<file path="src/rtl/program_loader.sv">
// program_loader
//
// Loads a program image from a byte-wide valid/ready stream into the
// instruction memory write port. The CPU is held in reset until the whole
// image has been written.
//
// Stream format: 16-bit word count (high byte first), followed by that many
// big-endian 32-bit words.
//
// Optional feature (macro PROGRAM_LOADER_CHECKSUM_EN):
//   After the data, one extra byte is expected. It must equal the XOR of
//   every preceding stream byte, including the header. A mismatch ends the
//   load in ERROR. Words already written stay in memory, but the CPU stays
//   in reset.
//
// Parameters
//   BASE_ADDR    byte address of the first word written
//   MAX_WORDS    instruction memory capacity in words; a larger count is an error
//
// Ports
//   clk_i        system clock; all state changes on the rising edge
//   reset_i      synchronous, active-high reset
//   start_i      begin a load (sampled in IDLE, DONE and ERROR only)
//   in_valid_i   source presents a byte on in_byte_i
//   in_byte_i    stream byte
//   in_ready_o   loader accepts a byte this cycle (depends on state only)
//   mem_wrt_o    one-cycle instruction memory write strobe
//   mem_addr_o   word-aligned byte address of the write
//   mem_din_o    write data
//   busy_o       load in progress
//   done_o       image loaded successfully
//   error_o      load aborted
//   cpu_reset_o  CPU reset; low only after a successful load
module program_loader #(
  parameter logic [31:0] BASE_ADDR = 32'h0000_0000,
  parameter int unsigned MAX_WORDS = 64
) (
  input  logic        clk_i,
  input  logic        reset_i,
  input  logic        start_i,
  input  logic        in_valid_i,
  input  logic [7:0]  in_byte_i,
  output logic        in_ready_o,
  output logic        mem_wrt_o,
  output logic [31:0] mem_addr_o,
  output logic [31:0] mem_din_o,
  output logic        busy_o,
  output logic        done_o,
  output logic        error_o,
  output logic        cpu_reset_o
);

  typedef enum logic [2:0] {
    IDLE   = 3'd0,
    HDR_HI = 3'd1,
    HDR_LO = 3'd2,
    DATA   = 3'd3,
`ifdef PROGRAM_LOADER_CHECKSUM_EN
    CHK    = 3'd4,
`endif
    DONE   = 3'd5,
    ERROR  = 3'd6
  } state_t;

  localparam logic [15:0] MAX_CNT = 16'(MAX_WORDS);

  // State that follows the last data byte (or an empty header).
`ifdef PROGRAM_LOADER_CHECKSUM_EN
  localparam state_t END_ST = CHK;
`else
  localparam state_t END_ST = DONE;
`endif

  // Control registers
  state_t      state_q,     state_d;
  logic [15:0] idx_q,       idx_d;
  logic [1:0]  bcnt_q,      bcnt_d;
  logic        mem_wrt_q,   mem_wrt_d;
  logic [31:0] mem_addr_q,  mem_addr_d;
  logic [31:0] mem_din_q,   mem_din_d;
  logic        cpu_reset_q, cpu_reset_d;
`ifdef PROGRAM_LOADER_CHECKSUM_EN
  logic [7:0]  csum_q,      csum_d;
`endif

  // Data registers (no reset needed: always loaded before use)
  logic [15:0] count_q,     count_d;
  logic [23:0] word_q,      word_d;

  logic        accept;
  logic [15:0] hdr_count;

  // The ready signal is a pure function of the state register.
  always_comb begin
    in_ready_o = 1'b0;
    case (state_q)
      HDR_HI, HDR_LO, DATA: in_ready_o = 1'b1;
`ifdef PROGRAM_LOADER_CHECKSUM_EN
      CHK:                  in_ready_o = 1'b1;
`endif
      default:              in_ready_o = 1'b0;
    endcase
  end

  assign accept      = in_valid_i && in_ready_o;
  assign hdr_count   = {count_q[15:8], in_byte_i};
  assign busy_o      = in_ready_o;
  assign done_o      = (state_q == DONE);
  assign error_o     = (state_q == ERROR);
  assign mem_wrt_o   = mem_wrt_q;
  assign mem_addr_o  = mem_addr_q;
  assign mem_din_o   = mem_din_q;
  assign cpu_reset_o = cpu_reset_q;

  always_comb begin
    state_d    = state_q;
    idx_d      = idx_q;
    bcnt_d     = bcnt_q;
    count_d    = count_q;
    word_d     = word_q;
    mem_wrt_d  = 1'b0;
    mem_addr_d = mem_addr_q;
    mem_din_d  = mem_din_q;
`ifdef PROGRAM_LOADER_CHECKSUM_EN
    csum_d     = csum_q;
    if (accept && state_q != CHK) begin
      csum_d = csum_q ^ in_byte_i;
    end
`endif

    case (state_q)
      IDLE, DONE, ERROR: begin
        if (start_i) begin
          state_d = HDR_HI;
          idx_d   = '0;
          bcnt_d  = '0;
`ifdef PROGRAM_LOADER_CHECKSUM_EN
          csum_d  = '0;
`endif
        end
      end

      HDR_HI: begin
        if (accept) begin
          count_d = {in_byte_i, count_q[7:0]};
          state_d = HDR_LO;
        end
      end

      HDR_LO: begin
        if (accept) begin
          count_d = hdr_count;
          if (hdr_count == 16'd0) begin
            state_d = END_ST;
          end else if (hdr_count > MAX_CNT) begin
            state_d = ERROR;
          end else begin
            state_d = DATA;
          end
        end
      end

      DATA: begin
        if (accept) begin
          word_d = {word_q[15:0], in_byte_i};
          bcnt_d = bcnt_q + 2'd1;
          // Fourth byte of a word: the write is registered here and is
          // presented to memory during the following cycle.
          if (bcnt_q == 2'd3) begin
            mem_wrt_d  = 1'b1;
            mem_din_d  = {word_q, in_byte_i};
            mem_addr_d = BASE_ADDR + {14'd0, idx_q, 2'b00};
            idx_d      = idx_q + 16'd1;
            if (idx_q == count_q - 16'd1) begin
              state_d = END_ST;
            end
          end
        end
      end

`ifdef PROGRAM_LOADER_CHECKSUM_EN
      CHK: begin
        if (accept) begin
          state_d = (in_byte_i == csum_q) ? DONE : ERROR;
        end
      end
`endif

      default: state_d = IDLE;
    endcase

    // Release the CPU one cycle after DONE is entered, so the final write
    // lands first; reassert it on the edge that leaves DONE.
    cpu_reset_d = !(state_q == DONE && !start_i);
  end

  always_ff @(posedge clk_i) begin
    if (reset_i) begin
      state_q     <= IDLE;
      idx_q       <= '0;
      bcnt_q      <= '0;
      mem_wrt_q   <= 1'b0;
      mem_addr_q  <= '0;
      mem_din_q   <= '0;
      cpu_reset_q <= 1'b1;
`ifdef PROGRAM_LOADER_CHECKSUM_EN
      csum_q      <= '0;
`endif
    end else begin
      state_q     <= state_d;
      idx_q       <= idx_d;
      bcnt_q      <= bcnt_d;
      mem_wrt_q   <= mem_wrt_d;
      mem_addr_q  <= mem_addr_d;
      mem_din_q   <= mem_din_d;
      cpu_reset_q <= cpu_reset_d;
`ifdef PROGRAM_LOADER_CHECKSUM_EN
      csum_q      <= csum_d;
`endif
    end
  end

  always_ff @(posedge clk_i) begin
    count_q <= count_d;
    word_q  <= word_d;
  end

endmodule

</file>
<file path="config.mk">
export PLATFORM = sky130hd
export DESIGN_NAME = program_loader
export DESIGN_NICKNAME = d
export VERILOG_FILES = /design/src/rtl/program_loader.sv
export SDC_FILE = /design/constraint.sdc
export NUM_CORES = 1
export LEC_CHECK = 0
export CORE_ASPECT_RATIO = 0.8
export CORE_MARGIN = 3
export CORE_UTILIZATION = 40
export DETAILED_ROUTE_END_ITERATION = 8
export DONT_BUFFER_PORTS = 1
export GPL_ROUTABILITY_DRIVEN = 0
export RECOVER_POWER = 25
export SLEW_MARGIN = 15
export SYNTH_ARGS = -nofsm -noshare
export SYNTH_HDL_FRONTEND = slang
export SYNTH_SLANG_ARGS = --single-unit
</file>
<file path="constraint.sdc">
create_clock -name clk_i -period 4.5 [get_ports clk_i]
set_clock_uncertainty 0.2 [all_clocks]
set_input_delay 0.675 -clock clk_i [delete_from_list [all_inputs] [get_ports clk_i]]
set_output_delay 0.675 -clock clk_i [all_outputs]
set_load 0.01 [all_outputs]
</file>
======== After elaboration in Yosys (flattened, before gate mapping) ========
Index checks and enable logic that the tools add are counted.
W data, S select, Z words.
operators by class
  add/subtract/negate cells ............... 3
  $lt $le $gt $ge ......................... 1
  eq/ne operators ......................... 13
  muxes and demuxes ....................... 21
  bitwise operators ....................... 4
  reductions and logical operators ........ 17
operator list
  kind                     number
  $mux W16                 4
  $pmux W16 S2             2
  $mux W3                  8
  $add A16 B1 Y16 const B  1
  $eq A16 B16 Y1           1
  $gt A16 B7 Y1 const B    1
  $logic_not A16 Y1        1
  $sub A16 B1 Y16 const B  1
  $ne A2 B2 Y1 const B     6
  $pmux W3 S4              1
  $reduce_and A3 Y1        4
  $reduce_or A3 Y1         3
  $mux W8                  1
  $eq A3 B2 Y1 const B     2
  $eq A3 B3 Y1 const B     2
  $reduce_and A6 Y1        1
  $mux W2                  2
  $not A1 Y1               4
  $pmux W2 S2              1
  $reduce_and A4 Y1        1
  $eq A3 B1 Y1 const B     1
  $logic_not A3 Y1         1
  $add A2 B1 Y2 const B    1
  $eq A2 B2 Y1 const B     1
  other kinds (5)          8
storage, ports and cells
  flip-flop bits (word level) ............. 111
  input port bits ......................... 12
  output and inout port bits .............. 70
  word-level logic and storage cells ...... 69

======== Longest topological paths before layout ========
  depth in word-level cells ............... 6
  gate-level depth with buffers ........... 9
  depth with buffers taken out ............ 8

======== Worst setup path after synthesis ========
No wires, ideal clock.
  path type ............................... input to register
  from .................................... input in_valid_i
  to ...................................... register idx_q[15]
  arrival time ............................ 2.289 ns
  required time ........................... 4.172 ns
  setup slack ............................. 1.883 ns
  stages .................................. 8
  buffers on the path ..................... 2
  path through ............................ and4b_1 > buf_4 > and2_4 > buf_6 > o2111ai_4 > or4_1 > xor2_1 > nor2_1
on the way
  cells in the longest elaborated chain, start to end .. 3
ends and longest elaborated chain
  element                             line  source
  start: declaration                  41    input logic in_valid_i,
  $logic_and A1 B1 Y1                 105   assign accept = in_valid_i && in_ready_o;
  $ne A2 B2 Y1 (no source line)       --
  $reduce_and A4 Y1 (no source line)  --
  end signal: assignment              211   idx_q <= idx_d;
  end: declaration                    76    logic [15:0] idx_q, idx_d;
Every way passes these cells.
A chain may end at the register's enable or synchronous reset.

======== Final worst setup path ========
  from .................................... register count_q[0]
  to ...................................... register state_q[1]
on the way
  cells in the longest elaborated chain, start to end .. 4
ends and longest elaborated chain
  element                             line  source
  start: declaration                  87    logic [15:0] count_q, count_d;
  start signal: assignment            224   count_q <= count_d;
  $sub A16 B1 Y16                     174   if (idx_q == count_q - 16'd1) begin
  $eq A16 B16 Y1                      174
  $ne A2 B2 Y1 (no source line)       --
  $reduce_and A6 Y1 (no source line)  --
  end signal: assignment              210   state_q <= state_d;
  end: declaration                    75    state_t state_q, state_d;
Every way passes these cells.

==> out/qor.yml <==
outcome: "finished clean"
clock_path_buffers: 2
timing.final.hold_violations: 0
timing.setup.critical_path_class: "flip-flop to flip-flop"
final_core_utilization: 0.4386
power_density_nw_per_um2: 402.5
grt_antenna_before_repair: 0
clk_transition_reported_paths_ns: 0.07
end_of_the_worst_register_to_register_path: "state_q[1]"
finalWirelength_um: 10530
globalRouteOverflowTotal: 0
design.die.area_um2: 13610
initial_core_util: 0.4170
cts.sink_count: 111
critical_path_peak_fanout: 9
tritoncts: "built"
path_delay_family: "simple AND/OR/NAND/NOR gates"
detailedPlace.worstSlack_ns: 1.609
cp-end-kind: "flip-flop"
synth-warning-count: 0
grt_max_degree: 60
detailedRoute.firstPassIterationCount: 4
drt_first_iter_violations: 269
netlist_area_um2: 4893
fmaxAchievable_mhz: 341.1
timing.critical_path.cells: "inv_1 > ha_1 > nor3b_2 > and4_1 > o22ai_1 > a2111o_1 > nor4_1 > o21ai_0"
share_of_the_yosys_chip_area_belonging_to_registers: 0.5359
hold_worst_path_end: "mem_din_o[6]"
layout-area-overhead-vs-synth_pct: 5.191
yosys.area.top_type_share: 0.2905
fp.dieW_um: 129.7
finish.net_count: 513
timing.max_slew.rel_slack: 0.2353
final_max_slew_viol_count: 0
top_level_ports: 82
worst-endpoint-arrival_ns: 2.94
num_rows: 35
h-tree-depth: 3
post_cts_resize_count: 0
hold_ws_ns: 0.2050
async_set_or_reset_register_ratio_after_synthesis: 0
detail_route.wl_per_cell_um: 16.18
setup_repair_after_global_routing_missed_its_margin: "false"
area_post_placement_um2: 4882
min-delay-start: "reset_i"
synth_top_flop_cell: "sky130_fd_sc_hd__dfxtp_1"
postRouteAntennaNets: 0
timing.critical_path.from_type: "flip-flop"
syn-instance-count: 518
req_time_crit_path_ns: 4.51
ctsHoldBuffers: 0
drcViolationCount: 0
report.final.setup_viol: 0
final_cell_count_no_fill: 651
synth_enable_flop_cells: 40
final_period_util: 0.6516
timing.critical_path.buf_inv: 1
worst-r2r-cell-count: 8
floorplan.die.height_um: 104.9
power.total_mw: 2.072
most_used_standard_cell_by_instance_count_after_synthesis: "sky130_fd_sc_hd__nand2_1"
worst_path_largest_cell_delay_ns: 0.49
synth_area_leaders: "sky130_fd_sc_hd__dfxtp_1 (29%), sky130_fd_sc_hd__edfxtp_1 (25%), sky130_fd_sc_hd__nand2_1 (8.4%)"
leakagePower_nw: 1.609
hpwl_um: 7480
synth_area_per_cell_um2: 9.447
worst-path-stages: 8
grt_usage: 0.1623
drive_gt1_frac: 0.05368
max-vdd-ir-drop_mv: 0.2287
layout.cell_area.non_filler_um2: 5147
post-synth-top-area-cell: "sky130_fd_sc_hd__dfxtp_1"
grt_pass1_vias: 3410
fp.coreArea_um2: 11740
global_route_wire_length_before_repair_um: 17470
synth_top_cells_by_count: "sky130_fd_sc_hd__nand2_1 (109), sky130_fd_sc_hd__dfxtp_1 (71), sky130_fd_sc_hd__a21oi_1 (64), sky130_fd_sc_hd__edfxtp_1 (40), sky130_fd_sc_hd__nor2_1 (27)"
worst_skew_pair.late_latency_ns: 0.34
root_buffer: "sky130_fd_sc_hd__clkbuf_16"
fin_crit_ns: 2.932
worst_slack_ns: 1.568
timing.reg2reg.setup_slack_ns: 1.57
postCtsSetupRepairBufs: 0
route.vias.total: 3502
worst_pin_slew_ns: 1.138
io_buffers: 0
setup_tns_ns: 0
cts_made_buffers: 9
drv.max_cap_violation_count: 0
placedCellCount: 635
hold_depth: 1
num_antenna_cells: 0
synth.lib_cells_used.distinct: 57
vias_per_cell: 5.379
slowest_stage: "sky130_fd_sc_hd__nor3b_2"
synth.ff_latch_count: 111
worstReg2RegStart: "count_q[0]"
hold_class: "input port to flip-flop"
==> worst register-to-register path, stage by stage (launching register included) <==
cell and delay [ns]:
sky130_fd_sc_hd__edfxtp_1 0.45, sky130_fd_sc_hd__inv_1 0.10, sky130_fd_sc_hd__ha_1 0.22, sky130_fd_sc_hd__nor3b_2 0.49
sky130_fd_sc_hd__and4_1 0.29, sky130_fd_sc_hd__o22ai_1 0.06, sky130_fd_sc_hd__a2111o_1 0.35, sky130_fd_sc_hd__nor4_1 0.49
sky130_fd_sc_hd__o21ai_0 0.16
==> per-layer routing <==
| layer | up-vias | global-route usage | share of wire |
|---|---|---|---|
| met4 | 0 | 0.03858 | 0.0072 |
| met2 | 114 | 0.2318 | 0.43 |
| li1 | 1708 | - | - |
| met1 | 1674 | 0.2418 | 0.50 |
| met5 | - | 0 | 0 |
| met3 | 6 | 0.04650 | 0.062 |
==> placed cells by master, fill, tap and decap left out, types with 3 or more instances in the layout <==
| cell | instances |
|---|---|
| sky130_fd_sc_hd__clkinv_1 | 3 |
| sky130_fd_sc_hd__edfxtp_1 | 40 |
| sky130_fd_sc_hd__dfxtp_1 | 71 |
| sky130_fd_sc_hd__xor2_1 | 8 |
| sky130_fd_sc_hd__or4_1 | 4 |
| sky130_fd_sc_hd__nor2_1 | 27 |
| sky130_fd_sc_hd__nand3_1 | 5 |
| sky130_fd_sc_hd__nor3_1 | 10 |
| sky130_fd_sc_hd__or3_1 | 6 |
| sky130_fd_sc_hd__a21oi_1 | 64 |
| sky130_fd_sc_hd__nand2_1 | 108 |
| sky130_fd_sc_hd__nor2b_1 | 12 |
| sky130_fd_sc_hd__and2_1 | 10 |
| sky130_fd_sc_hd__nand3b_1 | 3 |
| sky130_fd_sc_hd__ha_1 | 3 |
| sky130_fd_sc_hd__nor3b_1 | 4 |
| sky130_fd_sc_hd__inv_1 | 10 |
| sky130_fd_sc_hd__o21ai_0 | 12 |
| sky130_fd_sc_hd__clkbuf_16 | 9 |
| sky130_fd_sc_hd__nor4_1 | 4 |
| sky130_fd_sc_hd__o211ai_1 | 4 |
| sky130_fd_sc_hd__xnor2_1 | 18 |
| sky130_fd_sc_hd__nand4_1 | 5 |
| sky130_fd_sc_hd__conb_1 | 16 |
==> power breakdown <==
group          internal (mW)  switching [mW]
sequential              1.08          0.0490
combinational         0.0835           0.140
clock                  0.373           0.343
==> state kept, by name, summed over array words and instances (netlist names), 2 cells and up <==
| signal | cells |
|---|---|
| mem_din_o | 32 |
| word_q | 24 |
| count_q | 16 |
| idx_q | 16 |
| mem_addr_o | 16 |
| state_q | 3 |
| bcnt_q | 2 |
==> how the worst max path moves through the flow <==
stage	start	end	slack, ns
2_1_floorplan	in_valid_i	idx_q[15]	1.88
3_3_place_gp	count_q[0]	state_q[1]	1.77
3_5_place_dp	count_q[0]	state_q[1]	1.61
4_1_cts	count_q[0]	state_q[1]	1.61
5_1_grt	count_q[0]	state_q[1]	1.36
6_report	count_q[0]	state_q[1]	1.57
==> layout make-up <==
class | count | area (um^2)
Fill cell | 1140 | 6589
Sequential cell | 111 | 2623
Multi-Input combinational cell | 365 | 2029
Clock buffer | 10 | 229.0
Tap cell | 148 | 185.2
Inverter | 10 | 37.54
Clock inverter | 6 | 36.28
Timing Repair Buffer | 1 | 7.507
==> kinds of logic after synthesis <==
family                     synth area share
AOI/OAI and AO/OA                    0.1263
xor gates and xnor gates            0.04654
adders and majority gates          0.007671
buffers and inverters               0.06136
DFF                                  0.5359
muxes                              0.004091
other                             0.0007663
and+or+nand+nor                      0.2173
No activity file was read; power rests on OpenSTA's default activity.
